## src/rtl/credit_sender.sv

```systemverilog
// Credit-based link transmitter: forwards producer words through a registered ready-less
// valid/bits link, never exceeding the remote queue's free entries. Optional macro:
// CREDIT_SENDER_RETURN_BYPASS_EN lets a same-cycle credit return enable acceptance at zero credits.
module credit_sender #(
    parameter  int WIDTH   = 8,
    parameter  int CREDITS = 2,
    localparam int CNT_W   = $clog2(CREDITS + 1)
) (
    input  logic             clk,
    input  logic             reset,
    output logic             io_in_ready,
    input  logic             io_in_valid,
    input  logic [WIDTH-1:0] io_in_bits,
    output logic             io_out_valid,
    output logic [WIDTH-1:0] io_out_bits,
    input  logic             io_credit_return,
    output logic [CNT_W-1:0] io_credits,
    output logic             io_err
);

    localparam logic [CNT_W-1:0] CREDITS_MAX = CNT_W'(CREDITS);
    localparam logic [CNT_W-1:0] CNT_ONE     = CNT_W'(1);

    logic [CNT_W-1:0] credits_q, credits_d;
    logic             out_valid_q, out_valid_d;
    logic [WIDTH-1:0] out_bits_q, out_bits_d;
    logic             err_q, err_d;
    logic             in_ready;
    logic             fire;

`ifdef CREDIT_SENDER_RETURN_BYPASS_EN
    // A credit arriving while empty is spent in the same cycle; the count stays at zero.
    assign in_ready = (credits_q != '0) || io_credit_return;
`else
    assign in_ready = (credits_q != '0);
`endif

    assign fire = io_in_valid && in_ready;

    always_comb begin
        credits_d   = credits_q;
        err_d       = err_q;
        out_valid_d = fire;
        out_bits_d  = out_bits_q;
        if (fire) begin
            out_bits_d = io_in_bits;
        end
        if (fire && !io_credit_return) begin
            credits_d = credits_q - CNT_ONE;
        end else if (!fire && io_credit_return) begin
            // A return with every credit already home means the remote side is confused.
            if (credits_q == CREDITS_MAX) begin
                err_d = 1'b1;
            end else begin
                credits_d = credits_q + CNT_ONE;
            end
        end
    end

    always_ff @(posedge clk) begin
        if (reset) begin
            credits_q   <= CREDITS_MAX;
            out_valid_q <= 1'b0;
            out_bits_q  <= '0;
            err_q       <= 1'b0;
        end else begin
            credits_q   <= credits_d;
            out_valid_q <= out_valid_d;
            out_bits_q  <= out_bits_d;
            err_q       <= err_d;
        end
    end

    assign io_in_ready  = in_ready;
    assign io_out_valid = out_valid_q;
    assign io_out_bits  = out_bits_q;
    assign io_credits   = credits_q;
    assign io_err       = err_q;

endmodule

```

## config.mk

```make
export PLATFORM = sky130hd
export DESIGN_NAME = credit_sender
export DESIGN_NICKNAME = d
export VERILOG_FILES = /design/src/rtl/credit_sender.sv
export SDC_FILE = /design/constraint.sdc
export NUM_CORES = 1
export LEC_CHECK = 0
export CORE_AREA = 2 2 40 42
export CTS_CLUSTER_DIAMETER = 80
export DETAILED_ROUTE_END_ITERATION = 16
export DIE_AREA = 0 0 42 44
export PLACE_DENSITY = 0.69
export SYNTH_ARGS = -nofsm -noshare
export SYNTH_HDL_FRONTEND = slang
export SYNTH_SLANG_ARGS = --single-unit
export TNS_END_PERCENT = 1
```

## constraint.sdc

```tcl
create_clock -name clk -period 2.4 [get_ports clk]
set_input_delay 0.6 -clock clk [delete_from_list [all_inputs] [get_ports clk]]
set_output_delay 0.6 -clock clk [all_outputs]
set_load 0.02 [all_outputs]
```

# [Word-level counts from Yosys, hierarchy flattened]
# Index checks and enable logic that the tools add are counted.
[totals] rom_bits=0 ff_bits=12 input_bits=12 out_inout_bits=13 latchBits=0 n_memories=0 word_cells=21 mem_bits_rw=0
[classes] multipliers=0 n_reduce_logical=9 n_addsub=2 muxes=3 n_bitwise=1 div_mod_pow=0 n_lt_le_gt_ge=0 shift=0 n_eq_ne=2
[op_table] operator="2-bit two-way mux" n=3
[op_table] operator="2-bit nonzero test" n=2
[op_table] operator="1-bit logical AND" n=3
[op_table] operator="3-bit AND reduction" n=1
[op_table] operator="2-bit by 1-bit adder with 2-bit output, second input constant" n=1
[op_table] operator="2-bit == test, second input constant" n=1
[op_table] operator="1-bit logical NOT" n=2
[op_table] operator="2-bit != test, second input constant" n=1
[op_table] operator="2-bit AND reduction" n=1
[op_table] operator="2-bit by 1-bit subtractor with 2-bit output, second input constant" n=1
[op_table] operator="1-bit inverter" n=1

# [Longest topological paths before layout]
# Gate-level depths: netlist (run 1).
[logic_depth] ltp_word=6 ltp_mapped=6 mapped_depth_nobuf=6

# [Worst setup path before layout (run 1)]
# Ideal clock, no wire load.
[synth_path] kind="input to register" start="input io_in_valid" end="register credits_q[1], in the netlist io_credits[1]" path_slack_ps=552 n_path_buf=0 required_time_ps=2273 stages=6 arrival_time_ps=1721 setup_ps=127 path_cell_list="o21ai_0 > clkinv_1 > ha_1 > xnor2_1 > o21ai_0 > or3b_1"
[synth_between] elab_chain_len=5 word_cells_on_any_way=8 classes_between="eq/ne (1); mux (1); reduce/logical (6)"
[synth_lines] item="from (decl)" line="12" source="input logic io_in_valid,"
[synth_lines] item="1-bit logical AND *" line="38" source="assign fire = io_in_valid && in_ready;"
[synth_lines] item="named net fire" line="29" source="logic fire;"
[synth_lines] item="1-bit logical NOT" line="50" source="end else if (!fire && io_credit_return) begin"
[synth_lines] item="1-bit logical AND" line="50"
[synth_lines] item="2-bit nonzero test (no line)"
[synth_lines] item="2-bit AND reduction (no line)"
[synth_lines] item="to (signal assigned)" line="67" source="credits_q <= credits_d;"
[synth_lines] item="to (decl)" line="24" source="logic [CNT_W-1:0] credits_q, credits_d;"
# The timed path passes the listed nets; every way through them passes the cells marked *.
# A chain may end at the register's enable or synchronous reset.

# [Worst setup path in the final report (run 1)]
[layout_path] start="register credits_q[1], in the netlist io_credits[1]" end="output io_in_ready"
[layout_between] elab_chain_len=1
[layout_lines] item="2-bit nonzero test" line="35" source="assign in_ready = (credits_q != '0);"
[layout_lines] item="to (decl)" line="11" source="output logic io_in_ready,"
# Every way passes these cells.

==> results of run 1 <==
layout by cell type (no fill, tap or decap):
| master | n |
|---|---|
| dfxtp_1 | 12 |
| a21oi_1 | 9 |
| nor3_1 | 1 |
| ha_1 | 2 |
| a31oi_1 | 1 |
| nand2_1 | 18 |
| or3b_1 | 1 |
| buf_4 | 3 |
| o21ai_0 | 3 |
| nor2_1 | 3 |
| clkbuf_4 | 3 |
| clkdlybuf4s50_1 | 24 |
| xnor2_1 | 1 |
| inv_1 | 3 |
| clkinv_1 | 1 |
cell families (layout without fill, tap and decap cells):
kind of cell	after synthesis	in the layout	share of synthesized area (%)
adder cells (fa/ha/maj)	2	2	5.479
buffers and inverters	6	34	5.203
AO/OA/AOI/OAI	13	13	14.52
XOR/XNOR	1	1	1.918
AND/OR/NAND/NOR	23	23	20.27
flip-flops	12	12	52.60
final cells by class:
cell class,instances,area (um^2),share of cell area [%]
clock buffers,3,22.52,2.990
inverters,4,15.01,1.993
multi-input cells,39,192.7,25.58
flip-flops and latches,12,240.2,31.89
well taps,16,20.02,2.658
repair buffers,27,262.8,34.88
per-layer routing:
layer	GRT usage [%]	part of all wire [%]	wire (um)	vias up
met1	14.54	45	502	214
met2	21.88	48	542	15
met5	0	0	0	-
li1	-	-	-	241
met3	6.667	6.3	71	2
met4	11.61	1.1	12	0
power groups by stage:
stage,Sequential [mW],Clock [mW],Combinational (mW)
floorplan,0.253,0,0.0456
global placement,0.233,0,0.136
detailed placement,0.233,0,0.137
CTS,0.228,0.126,0.138
global route,0.230,0.139,0.149
finish,0.228,0.120,0.137
metrics by stage:
stage | hold slack [ns] | setup WS [ns] | instances | instance area (um^2)
global placement | 0.4422 | 0.2292 | 98 | 730.7
floorplan | 0.5273 | 0.5519 | 57 | 456.7
global route | 0.4769 | 0.2904 | 101 | 753.2
detailed placement | 0.4453 | 0.1811 | 98 | 730.7
CTS | 0.4556 | 0.3563 | 101 | 753.2
finish | 0.4540 | 0.3711 | 101 | 753.2
worst max-delay path, stage by stage, from the launching register on:
cell and delay, ns:
dfxtp_1 0.43, inv_1 0.08, nand2_1 0.07, clkdlybuf4s50_1 0.59
state kept, by name, indices dropped and copies added (netlist names):
register      count
io_err            1
io_out_bits       8
io_credits        2
io_out_valid      1
final timing paths:
kind                                       end  slack [ns]
worst max register to register   io_credits[1]        0.69
worst min register to register  io_out_bits[5]        0.45
worst min-delay path            io_out_bits[5]        0.45
worst max-delay path               io_in_ready        0.37
==> results.json, run 1 <==
{
  "outcome": "finished clean",
  "tightest_slew_ns": 0.2545,
  "start_kind": "flop",
  "grt_usage_pct": 14.10,
  "routed_wl_um": 1128,
  "cts_tree": "built",
  "synth.distinct_cells": 14,
  "internal_power_uw": 345.0,
  "powerDensity_mw_per_mm2": 644.3,
  "power_uw": 485.3,
  "worstPathArrival_ns": 1.43,
  "synthCells": 57,
  "leakage_nw": 0.3029,
  "slew_viol_final": 0,
  "fmax_mhz": 492.9,
  "synth_edf_count": 0,
  "ioPinCount": 25,
  "drt_iter0_markers": 1,
  "synthTopCellsByArea": "dfxtp_1 53%, nand2_1 15%, a21oi_1 9.9%, ha_1 5.5%, o21ai_0 3.3%",
  "fin_crit_ns": 2.029,
  "grt_pass1_wl_um": 1821,
  "die_area_mm2": 0.001848,
  "avgSynthCellArea_um2": 8.012,
  "post_cts_buffers": 0,
  "setup_viol": 0,
  "worstSetupPathType": "reg -> out",
  "pwr-share-clk_pct": 24.7,
  "finalHoldViolCount": 0,
  "drv_cap": 0,
  "grt_setup_unrepaired": "false",
  "postCtsResizedCells": 0,
  "clock_skew_ns": 0.004299,
  "final.setup.tns_ns": 0,
  "grt_overflow": 0,
  "synth_flop_cell": "dfxtp_1",
  "synth_top_area_share_pct": 52.60,
  "rows": 14,
  "grt_max_degree": 12,
  "insertion_delay_ns": 0.27,
  "io_buffers": 24,
  "yosysSeqAreaShare_pct": 52.60,
  "synthArstFlopShare_pct": 0,
  "max-vdd-ir-drop_uv": 324.0,
  "first_pass_iters": 2,
  "grt_antenna_before_repair": 0,
  "hp-start": "io_out_bits[5]",
  "final.period_utilization_pct": 84.54,
  "hold_buffers": 0,
  "crit_fanout": 6,
  "drc": 0,
  "synth_warnings": 0,
  "post_drt_wl_per_cell_um": 11.17,
  "clkTransAtPathRegs_ns": 0.07,
  "vias": 472,
  "postRouteAntennaNets": 0,
  "area_growth_syn_to_layout_pct": 64.93,
  "finalNetCount": 101,
  "power_switching_uw": 140.3,
  "relSlewSlack_pct": 82.85,
  "hp-class": "reg -> reg",
  "core-area_mm2": 0.001419,
  "power.share.sequential_pct": 47.0,
  "reg2reg_from": "io_credits[0]",
  "fill_cells": 138,
  "clk_path_buf_depth": 2,
  "reg2reg_depth": 6,
  "synth.ff_latch_count": 12,
  "yosysTopAreaCell": "dfxtp_1",
  "grt_pass1_vias": 423,
  "antenna_cells": 0,
  "cp-startpoint": "io_credits[1]",
  "synth_nets": 71,
  "die_w_um": 42,
  "critical_path_required_ns": 1.80,
  "holdPathStages": 2,
  "htreeDepth": 1,
  "initial_core_util_pct": 32.19,
  "drive_gt1_share_pct": 7.059,
  "clockRootBuffer": "clkbuf_4",
  "yosysMostFrequentCell": "nand2_1",
  "dpl.hpwl_um": 818.9,
  "die_h_um": 44,
  "syn_area_um2": 456.7,
  "cts_inserted_buffers": 3,
  "place_congestion": 0.6730,
  "synth_common_cells": "18 x nand2_1, 12 x dfxtp_1, 9 x a21oi_1",
  "end_kind": "output pin",
  "netSwitchingFraction_pct": 28.91,
  "fin_util_pct": 53.09,
  "comb_power_share_pct": 28.2,
  "via_per_inst": 4.673,
  "numClockSinks": 12
}
(Power assumes the default switching activity.)
==> run 2: changes to the inputs <==
clock period = 2.1 ns   (was 2.4 ns; I/O delays follow)
==> run 2 against run 1 <==
Sequential power rose by 14%. Clock-buffer cell count did not move. Clock power rose by 10%. First-iteration DRC count rose to 7.0 times the previous value. Design area rose by 1.0%.
==> results.json, run 2 (same netlist as run 1, synthesis figures left out) <==
{
  "final_area_um2": 760.7,
  "use_met3_pct": 5.000,
  "clockRootBuffer": "clkbuf_4",
  "die_h_um": 44,
  "grt_usage_pct": 13.91,
  "hp-class": "reg -> reg",
  "leakage_nw": 0.3077,
  "place_congestion": 0.6745,
  "reg2reg_to": "io_credits[1]",
  "area_growth_syn_to_layout_pct": 66.58,
  "setup_viol": 0,
  "final_cells": 102,
  "post_drt_wl_per_cell_um": 10.70,
  "grtUsageMet2_pct": 22.19,
  "fin_crit_ns": 1.960,
  "layout_commonest_cell": "clkdlybuf4s50_1",
  "io_buffers": 24,
  "cts_tree": "built",
  "relSlewSlack_pct": 84.41,
  "placed_area_um2": 738.2,
  "power.share.sequential_pct": 47.3,
  "via_per_inst": 4.637,
  "drc": 0,
  "htreeDepth": 1,
  "slew_viol_final": 0,
  "start_kind": "flop",
  "reg2reg_depth": 6,
  "internal_power_uw": 397.3,
  "finalNetCount": 102,
  "vias": 473,
  "mostFrequentLayoutCells": "24 x clkdlybuf4s50_1, 18 x nand2_1, 12 x dfxtp_1",
  "postRouteAntennaNets": 0,
  "grt_overflow": 0,
  "tightest_slew_ns": 0.2314,
  "power_switching_uw": 155.1,
  "worstSetupPathType": "reg -> out",
  "reg2reg_from": "io_credits[0]",
  "comb_power_share_pct": 28.8,
  "rrSetupSlack_ns": 0.40,
  "outcome": "finished clean",
  "hold_slack_ns": 0.4530,
  "grt_pass1_vias": 453,
  "fmax_mhz": 510.3,
  "finalHoldViolCount": 0,
  "first_pass_iters": 2,
  "worstPathArrival_ns": 1.43,
  "insertion_delay_ns": 0.26,
  "numClockSinks": 12,
  "rows": 14,
  "grt_max_degree": 12,
  "initial_core_util_pct": 32.19,
  "die_area_mm2": 0.001848,
  "holdPathEnd": "io_out_bits[5]",
  "die_w_um": 42,
  "dpl.hpwl_um": 820.8,
  "top_usage_layer": "met2",
  "crit_fanout": 6,
  "pwr-share-clk_pct": 23.9,
  "antenna_cells": 0,
  "final.period_utilization_pct": 93.31,
  "post_cts_buffers": 0,
  "routed_wl_um": 1091,
  "drv_cap": 0,
  "hold_buffers": 0,
  "powerDensity_mw_per_mm2": 726.1,
  "clock_skew_ns": 0.003590,
  "drt_iter0_markers": 7,
  "grt_pass1_wl_um": 1904,
  "grt_setup_unrepaired": "false",
  "netSwitchingFraction_pct": 28.07,
  "ioPinCount": 25,
  "core-area_mm2": 0.001419,
  "end_kind": "output pin",
  "holdPathStages": 2,
  "grt_antenna_before_repair": 0,
  "use_met1_pct": 15.52,
  "drive_gt1_share_pct": 8.140,
  "max-vdd-ir-drop_uv": 352.1,
  "critical_path_required_ns": 1.57,
  "final.setup.tns_ns": 0,
  "clk_path_buf_depth": 2,
  "clkTransAtPathRegs_ns": 0.07,
  "cts_inserted_buffers": 3,
  "hp-start": "io_out_bits[5]",
  "postCtsResizedCells": 0,
  "place_inst": 99,
  "largest_reg_flops": 8
}
-- run 2: changes by cell type in the layout (fill, tap and decap cells not counted) --
cell	change
buf_4	+1
-- run 2: how the worst max path moves through the flow --
stage / startpoint / end / cells after the start
after floorplan: io_credits[0] / io_credits[1] / 6
after global placement: io_in_valid / io_credits[1] / 7
after detailed placement: io_in_valid / io_credits[1] / 7
after CTS: io_credits[0] / io_in_ready / 3
after global routing: io_credits[0] / io_in_ready / 3
final: io_credits[0] / io_in_ready / 3
-- run 2: routing by layer --
layer	up-vias	wire length, um
met5	-	0
met4	0	17
met3	2	73
met2	15	522
met1	212	478
li1	244	-
-- run 2: final cells by class --
class	count	area (um^2)
inverter	4	15.01
timing repair buffer	28	270.3
tap	16	20.02
clock buffer	3	22.52
fill	133	658.1
multi-input combinational	39	192.7
sequential	12	240.2
-- run 2: critical path: stages, from the launching register on --
cell,delay (ns)
dfxtp_1,0.44
inv_1,0.09
nand2_1,0.06
clkdlybuf4s50_1,0.59
-- run 2: stage by stage --
step / total power [mW] / setup WS (ns) / util [%]
floorplan: 0.3412 / 0.3017 / -
global placement: 0.4253 / 0.005338 / 52.03
detailed placement: 0.4273 / -0.03669 / 52.03
CTS: 0.5616 / 0.1221 / 53.62
global route: 0.5910 / 0.03475 / 53.62
finish: 0.5524 / 0.1404 / 53.62
-- run 2: power by group through the flow --
stage | combinational [mW] | clock (mW) | sequential (mW)
2_1_floorplan | 0.0521 | 0 | 0.289
4_1_cts | 0.161 | 0.139 | 0.262
6_report | 0.159 | 0.132 | 0.261
5_1_grt | 0.174 | 0.153 | 0.265
3_3_place_gp | 0.159 | 0 | 0.266
3_5_place_dp | 0.161 | 0 | 0.267
